--- config.mk ---
export PLATFORM = sky130hd
export DESIGN_NAME = beta_lane_sequencer
export DESIGN_NICKNAME = d
export VERILOG_FILES = /design/src/rtl/beta_lane_sequencer.sv
export SDC_FILE = /design/constraint.sdc
export NUM_CORES = 1
export LEC_CHECK = 0
export ABC_AREA = 1
export BUFFER_PORTS_ARGS = -buffer_cell sky130_fd_sc_hd__buf_2
export CAP_MARGIN = 5
export CORE_MARGIN = 4
export CORE_UTILIZATION = 40
export CTS_BUF_LIST = sky130_fd_sc_hd__clkbuf_4 sky130_fd_sc_hd__clkbuf_8
export CTS_CLUSTER_DIAMETER = 150
export CTS_CLUSTER_SIZE = 12
export DETAILED_ROUTE_END_ITERATION = 8
export SKIP_CTS_REPAIR_TIMING = 1
export SLEW_MARGIN = 15
export SYNTH_ARGS = -nofsm -noshare
export SYNTH_HDL_FRONTEND = slang
export SYNTH_SLANG_ARGS = --single-unit
--- constraint.sdc ---
create_clock -name clk -period 3.65 [get_ports clk]
set_input_delay 0 -clock clk [delete_from_list [all_inputs] [get_ports clk]]
set_output_delay 0 -clock clk [all_outputs]
set_load 0.03 [all_outputs]
--- src/rtl/beta_lane_sequencer.sv ---
// ============================================================================
// Module  : beta_lane_sequencer
// Purpose : Area-reduced SWAN128 beta (S-box) layer. Substitutes the 16
//           bit-sliced 4-bit columns of a 64-bit half-state, LANES columns
//           per clock, using only LANES sbox instances.
// Revision: 1.0 - initial release
// ============================================================================
`default_nettype none

module beta_lane_sequencer #(
  parameter int BLOCK_SIZE  = 128,
  parameter int SIDE_SIZE   = BLOCK_SIZE / 2,
  parameter int COLUMN_SIZE = SIDE_SIZE / 4,
  parameter int SBOX_SIZE   = 4,
  parameter int LANES       = 1
) (
  input  logic                 clk,
  input  logic                 rst_n,
  input  logic                 in_valid,
  output logic                 in_ready,
  input  logic [0:SIDE_SIZE-1] x,
  output logic                 out_valid,
  input  logic                 out_ready,
  output logic [0:SIDE_SIZE-1] y,
  output logic                 busy
);

  // Elaboration-time guard on the configuration space.
  if (!(LANES == 1 || LANES == 2 || LANES == 4 || LANES == 8 || LANES == 16)) begin : g_bad_lanes
    $error("beta_lane_sequencer: LANES must be one of 1, 2, 4, 8, 16");
  end
  if (SIDE_SIZE != 64 || SBOX_SIZE != 4 || COLUMN_SIZE != 16) begin : g_bad_geometry
    $error("beta_lane_sequencer: only the 64-bit / 4-bit / 16-column geometry is supported");
  end

  // col_cnt advance per RUN cycle; LANES=16 wraps to a zero step (single RUN cycle).
  localparam logic [3:0] STEP = 4'(LANES % COLUMN_SIZE);
  // Value of col_cnt during the cycle that processes column 15.
  localparam logic [3:0] LAST = 4'(COLUMN_SIZE - LANES);

  typedef enum logic [1:0] {
    IDLE = 2'd0,
    RUN  = 2'd1,
    DONE = 2'd2
  } state_t;

  state_t               state, state_next;
  logic [3:0]           col_cnt, col_cnt_next;
  logic [0:SIDE_SIZE-1] work, work_next, sub_work;

  logic [3:0]           lane_col [LANES];
  logic [SBOX_SIZE-1:0] lane_in  [LANES];
  logic [SBOX_SIZE-1:0] lane_out [LANES];

  // 4-bit substitution table; input bit 3 is the column's top-row bit.
  function automatic logic [3:0] sbox(input logic [3:0] v);
    logic [3:0] r;
    case (v)
      4'h0: r = 4'hC;
      4'h1: r = 4'h5;
      4'h2: r = 4'h6;
      4'h3: r = 4'hB;
      4'h4: r = 4'h9;
      4'h5: r = 4'h0;
      4'h6: r = 4'hA;
      4'h7: r = 4'hD;
      4'h8: r = 4'h3;
      4'h9: r = 4'hE;
      4'hA: r = 4'hF;
      4'hB: r = 4'h8;
      4'hC: r = 4'h4;
      4'hD: r = 4'h7;
      4'hE: r = 4'h1;
      default: r = 4'h2;
    endcase
    return r;
  endfunction

  // One sbox per lane; lane k gathers column col_cnt+k from the work register.
  // col_cnt is always a multiple of LANES, so col_cnt+k never overflows 4 bits.
  for (genvar k = 0; k < LANES; k++) begin : g_lane
    assign lane_col[k] = col_cnt + 4'(k);
    assign lane_in[k]  = {work[{2'b00, lane_col[k]}], work[{2'b01, lane_col[k]}],
                          work[{2'b10, lane_col[k]}], work[{2'b11, lane_col[k]}]};
    assign lane_out[k] = sbox(lane_in[k]);
  end

  // Scatter the lane results back into their columns; other columns pass through.
  always_comb begin
    sub_work = work;
    for (int k = 0; k < LANES; k++) begin
      sub_work[{2'b00, lane_col[k]}] = lane_out[k][3];
      sub_work[{2'b01, lane_col[k]}] = lane_out[k][2];
      sub_work[{2'b10, lane_col[k]}] = lane_out[k][1];
      sub_work[{2'b11, lane_col[k]}] = lane_out[k][0];
    end
  end

  // Next-state logic: accept in IDLE, sweep columns in RUN, hand off in DONE.
  always_comb begin
    state_next   = state;
    col_cnt_next = col_cnt;
    work_next    = work;
    case (state)
      IDLE: begin
        if (in_valid) begin
          work_next    = x;
          col_cnt_next = 4'd0;
          state_next   = RUN;
        end
      end
      RUN: begin
        work_next    = sub_work;
        col_cnt_next = col_cnt + STEP;
        if (col_cnt == LAST) begin
          state_next = DONE;
        end
      end
      DONE: begin
        if (out_ready) begin
          state_next = IDLE;
        end
      end
      default: begin
        state_next = IDLE;
      end
    endcase
  end

  // State, column counter and work register; reset drops any in-flight block.
  always_ff @(posedge clk or negedge rst_n) begin
    if (!rst_n) begin
      state   <= IDLE;
      col_cnt <= 4'd0;
      work    <= '0;
    end else begin
      state   <= state_next;
      col_cnt <= col_cnt_next;
      work    <= work_next;
    end
  end

  assign in_ready  = (state == IDLE);
  assign out_valid = (state == DONE);
  assign busy      = (state != IDLE);
  assign y         = work;

endmodule

`default_nettype wire

# ---- After elaboration in Yosys (flattened, before gate mapping)
# Memories as Yosys holds them, arrays and structs flattened.
# Index checks and enable logic that the tools add are counted.
dict set report word_totals {
  reg_bits 70
  rom_bits 64
  inputBits 68
  out_inout_bits 67
  wordCells 64
  mem_count 1
}
dict set report op_classes {
  addsub 1
  magnitude_cmp 8
  n_eq_ne 6
  n_mux 32
  bitwise 4
  reduce_logical 9
}
# name words word_bits read_ports rd_ports_with_merged_regs write_ports line_no
set memory_table {}
lappend memory_table {{(name not given)} 16 4 1 0 0 58} ;# case (v)
# operator count
set op_table {}
lappend op_table {{64-bit bitwise mux} 4}
lappend op_table {{64-bit case mux with 2 select lines} 1}
lappend op_table {{64-bit 2-to-1 mux} 1}
lappend op_table {{7-bit greater-or-equal comparator, second input constant} 4}
lappend op_table {{7-bit by 1-bit less-than comparator with 1-bit output, second input constant} 4}
lappend op_table {{1-bit binary-select mux with 6-bit select} 4}
lappend op_table {{1-bit demux with 6-bit select} 4}
lappend op_table {{6-bit NOT with 7-bit output} 2}
lappend op_table {{1-bit 2-to-1 mux} 12}
lappend op_table {{4-bit case mux with 2 select lines} 1}
lappend op_table {{4-bit NOT with 7-bit output} 1}
lappend op_table {{5-bit NOT with 7-bit output} 1}
lappend op_table {{2-bit 2-to-1 mux} 3}
lappend op_table {{2-bit case mux with 3 select lines} 1}
lappend op_table {{4-bit by 1-bit adder with 4-bit output, second input constant} 1}
lappend op_table {{4-bit == test, second input constant} 1}
lappend op_table {{1-bit logical AND} 4}
lappend op_table {{4-bit 2-to-1 mux} 1}
lappend op_table {{2-bit != test, second input constant} 2}
lappend op_table {{2-bit nonzero test} 2}
lappend op_table {{3-bit AND reduction} 1}
lappend op_table {{2-bit by 1-bit == test with 1-bit output, second input constant} 1}
lappend op_table {{2-bit == test, second input constant} 1}
lappend op_table {{2-bit logical NOT} 1}
lappend op_table {{2 further kinds} 2}

# ---- Depth between registers and ports, before layout
dict set report logic_depth {
  word_depth 10
  ltp_mapped 17
  ltp_nobuf 15
}

# ---- Least setup slack after synthesis
# OpenSTA, ideal clock, no wires.
dict set report synth_timing {
  kind {reg-to-reg}
  start {reg col_cnt[1]}
  end {reg work (netlist bit y[16])}
  setup_ps 120
  t_arrival_ps 1938
  required_time_ps 3530
  setup_slack_ps 1592
  stages_incl_launch_ff 17
  n_path_buf 3
  period_less_slack_ps 2058
  cell_sequence {dfrtp_1 -> buf_4 -> inv_2 -> buf_6 -> nand3_1 -> nand2_1 -> nand2_1 -> nand2_1 -> nor2_1 -> ha_1 -> inv_1 -> nand2_1 -> nand3_1 -> nand2_2 -> buf_4 -> nand2_1 -> nand2_1}
}
dict set report synth_via {
  elab_chain_cells 10
  word_cells_on_any_way 42
  classes_between {8 x order compare; 25 x mux; 4 x bitwise; 4 x reduce/logical; 1 x memory}
}
# element line_no
set synth_lines {}
lappend synth_lines {{start: declaration} 48} ;# logic [3:0] col_cnt, col_cnt_next;
lappend synth_lines {{start signal: assignment} 138} ;# col_cnt <= col_cnt_next;
lappend synth_lines {{6-bit NOT with 7-bit output (implied by the code) (tied with other cells)} {84, 95}}
lappend synth_lines {{1-bit binary-select mux with 6-bit select (tied with other cells)} 84} ;# work[{2'b10, lane_col[k]}], work[{2'b11, lane_col[k]}]};
lappend synth_lines {{1-bit 2-to-1 mux (implied by the code) (tied with other cells)} 84}
lappend synth_lines {{1-bit 2-to-1 mux, on equally long branches} {84, 83, 92}}
lappend synth_lines {{memory 16 x 4 bit / 1-bit demux with 6-bit select (equally long branches)} n/a}
lappend synth_lines {{64-bit bitwise mux} 92} ;# sub_work[{2'b00, lane_col[k]}] = lane_out[k][3];
lappend synth_lines {{64-bit bitwise mux} 93} ;# sub_work[{2'b01, lane_col[k]}] = lane_out[k][2];
lappend synth_lines {{64-bit bitwise mux} 94} ;# sub_work[{2'b10, lane_col[k]}] = lane_out[k][1];
lappend synth_lines {{64-bit bitwise mux *} 95} ;# sub_work[{2'b11, lane_col[k]}] = lane_out[k][0];
lappend synth_lines {{64-bit case mux with 2 select lines *} 104} ;# case (state)
lappend synth_lines {{end signal: assignment} 139} ;# work <= work_next;
lappend synth_lines {{end: declaration} 49} ;# logic [0:SIDE_SIZE-1] work, work_next, sub_work;
# Mark *: on every way between the ends. The rest lies on a longest branch, timed or not. The select of a mux whose other input is x is not followed.
# A chain may end at the register's enable or synchronous reset.

# ---- Worst setup path after layout
dict set report layout_timing {
  start {reg col_cnt[0]}
  end {reg work (netlist bit y[63])}
}
# Same word-level chain as after synthesis.

==> metrics <==
grt ovf 0; maximum fanout along the worst path 31; Area growth, synth to finish 33.38%; final hold vios 6; initial antenna violation count 0; Detail Route Antenna Nets 0; area of the core 10,940 µm²; Num CTS Buffers 9; Die X 114 µm; Arrival @ worst endpoint roughly 2900 ps; drt wl/cell between 15 and 20 µm; switching fraction of total power 0.6036; Seq cells post-synth 70; Pleak 3.406 nW; RSZ-0062 raised after global routing false; post-route setup TNS 0 ps; CTS Buffer Depth 2; count of different cell masters after synthesis 22; Initial Util 0.4110; pin count of the biggest net entering global routing 43; vias in the first global route roughly 4,800; CTS tree built; Worst Setup End Kind flop; final setup fails 0; startpoint class of the critical path flop; clock sinks 70; first-pass GRT wire length between 20,000 and 25,000 µm; Hold WC Path Type in -> reg; Reg clk slew, reported paths approximately 80 ps; commonest non-fill, non-tap cell in the layout nand2_1; Core Rows 38; Peak VDD IR between 0.6 and 0.7 mV; WHS -32.94 ps; Residual DRC 0; critical path class reg -> reg; P_int about 2.6 mW; num ports approximately 140; drt total wl about 15,000 µm; Register Area 1752 µm²; Die ar. 13,000 µm²; dpl hpwl roughly 11,000 µm; Tcrit/Tclk final 0.7161; Post-Syn Instances ~680; total global routing track utilization 0.2345; Multi-input gate area 2227 µm²; status finished with violations; I/O Buffers ~130; most frequent cells in the layout nand2_1, buf_2, inv_1, nor2_1, dfrtp_1; Post-Layout Cell Count approximately 1,000; # placed instances about 940; synthesized area roughly 4500 µm²; Iter 0 DRT Violations between 300 and 400; Slew Limit Fails 0; clock power share 0.098; TritonRoute pass-1 iters 5; power per cell area 1106 nW/µm²; antenna cells 0; Psw roughly 4 mW; Final Skew between 7 and 8 ps; layout cells sized above 1 0.2014; Max Cap Viol 0; filler instances approximately 1,100; worst slew pin tran between 1000 and 1500 ps; GP Congestion 0.8446; Syn. warnings 0; failing checks hold timing; Worst-Skew Late Latency 360 ps; Seq/Total Area, Yosys 0.3898; Post-Syn Nets between 700 and 800; post-DR vias/cell 5.056; Comb pwr share 0.703; Critical Path RT around 3900 ps; Die H 114 µm; # H-tree levels 3; Tmin final approximately 2600 ps; Vias approximately 5,000; Sequential Power Share 0.199; Syn Area/Cell about 6.6 µm²; Final #Nets about 940; CTS root buffer clkbuf_8; slew margin rel. 0.3269; Fmax around 0.38 GHz
==> stage by stage <==
stage	power, mW	cell area, µm²	hold WS, ps	worst slack (ps)	util
after floorplan	4.638	4494	-295.6	1592	-
after global routing	7.207	5995	15.59	843.6	0.5482
after global placement	5.888	5241	182.1	1140	0.4793
after detailed placement	5.938	5241	180.0	1054	0.4793
final	6.633	5995	-32.94	1036	0.5482
after CTS	6.589	5434	-188.4	1040	0.4969
==> final cells by class <==
cell class / count / area share
Multi-Input combinational cell: 488 / 0.3715
Sequential cell: 70 / 0.2922
Timing Repair Buffer: 195 / 0.2116
Inverter: 101 / 0.06324
Tap cell: 140 / 0.02922
Clock buffer: 11 / 0.02421
Clock inverter: 4 / 0.007932
==> synthesized netlist by cell type <==
cell type | instances | share of area
a21oi_1 | 8 | 0.0089
buf_2 | 10 | 0.011
inv_1 | 94 | 0.079
o21ai_2 | 1 | 0.0019
nor2_2 | 3 | 0.0042
a31oi_1 | 53 | 0.074
nand4_1 | 1 | 0.0014
inv_2 | 7 | 0.0058
nor2_4 | 1 | 0.0025
nand2_1 | 227 | 0.19
buf_6 | 3 | 0.0075
buf_4 | 3 | 0.0050
nor2_1 | 80 | 0.067
o21ai_0 | 16 | 0.018
o21ai_1 | 11 | 0.012
ha_1 | 9 | 0.025
nand3_1 | 69 | 0.077
nand3_2 | 2 | 0.0045
o31ai_1 | 1 | 0.0017
dfrtp_1 | 70 | 0.39
nand2_2 | 6 | 0.0084
clkbuf_1 | 8 | 0.0067
==> worst max-delay path, cell delays in order (launching register included) <==
cell	delay, ps
dfrtp_1	400
inv_2	400
nand2_1	100
nand3_1	110
nand2_1	70
nand2_1	50
nand2_1	90
nor2_1	190
ha_1	280
nand2_1	100
nand3_2	390
nand3_1	240
nand2_1	80
==> per-layer routing <==
metal	GRT usage	wire, µm
met4	0.08314	335
met1	0.3044	6861
met3	0.04191	850
met2	0.3927	7437
met5	0	0
==> kinds of logic after synthesis <==
kind of cell | after synthesis | share of synthesized area
simple gates | 389 | 0.3541
buf+inv | 125 | 0.1147
compound gates | 90 | 0.1164
flops | 70 | 0.3898
fa+ha+maj | 9 | 0.02506
==> state kept, by name (all words and copies together), names as in the netlist <==
name and count:
y 64, state 2, col_cnt 4
==> final timing paths <==
| kind | start | to | slack, ps | depth (start not counted) |
|---|---|---|---|---|
| worst max-delay path | col_cnt[0]$_DFFE_PN0P_ | y[63]$_DFFE_PN0P_ | 1040 | 12 |
| worst min-delay path | x[32] | y[32]$_DFFE_PN0P_ | -30 | 5 |
| worst max register to register | col_cnt[0]$_DFFE_PN0P_ | y[63]$_DFFE_PN0P_ | 1040 | 12 |
| worst min register to register | state[0]$_DFFE_PN0P_ | state[1]$_DFFE_PN0P_ | 520 | 1 |
| max in group asynchronous | rst_n | y[54]$_DFFE_PN0P_ | 2330 | 3 |
| min in group asynchronous | rst_n | y[28]$_DFFE_PN0P_ | 350 | 2 |
==> power by group through the flow <==
| stage | registers [mW] | clock network (mW) | logic, mW |
|---|---|---|---|
| 4_1_cts | 1.32 | 0.653 | 4.62 |
| 3_3_place_gp | 1.32 | 0 | 4.57 |
| 6_report | 1.32 | 0.647 | 4.67 |
| 3_5_place_dp | 1.33 | 0 | 4.61 |
| 5_1_grt | 1.37 | 0.695 | 5.15 |
| 2_1_floorplan | 1.89 | 0 | 2.75 |
(Power assumes the default switching activity.)
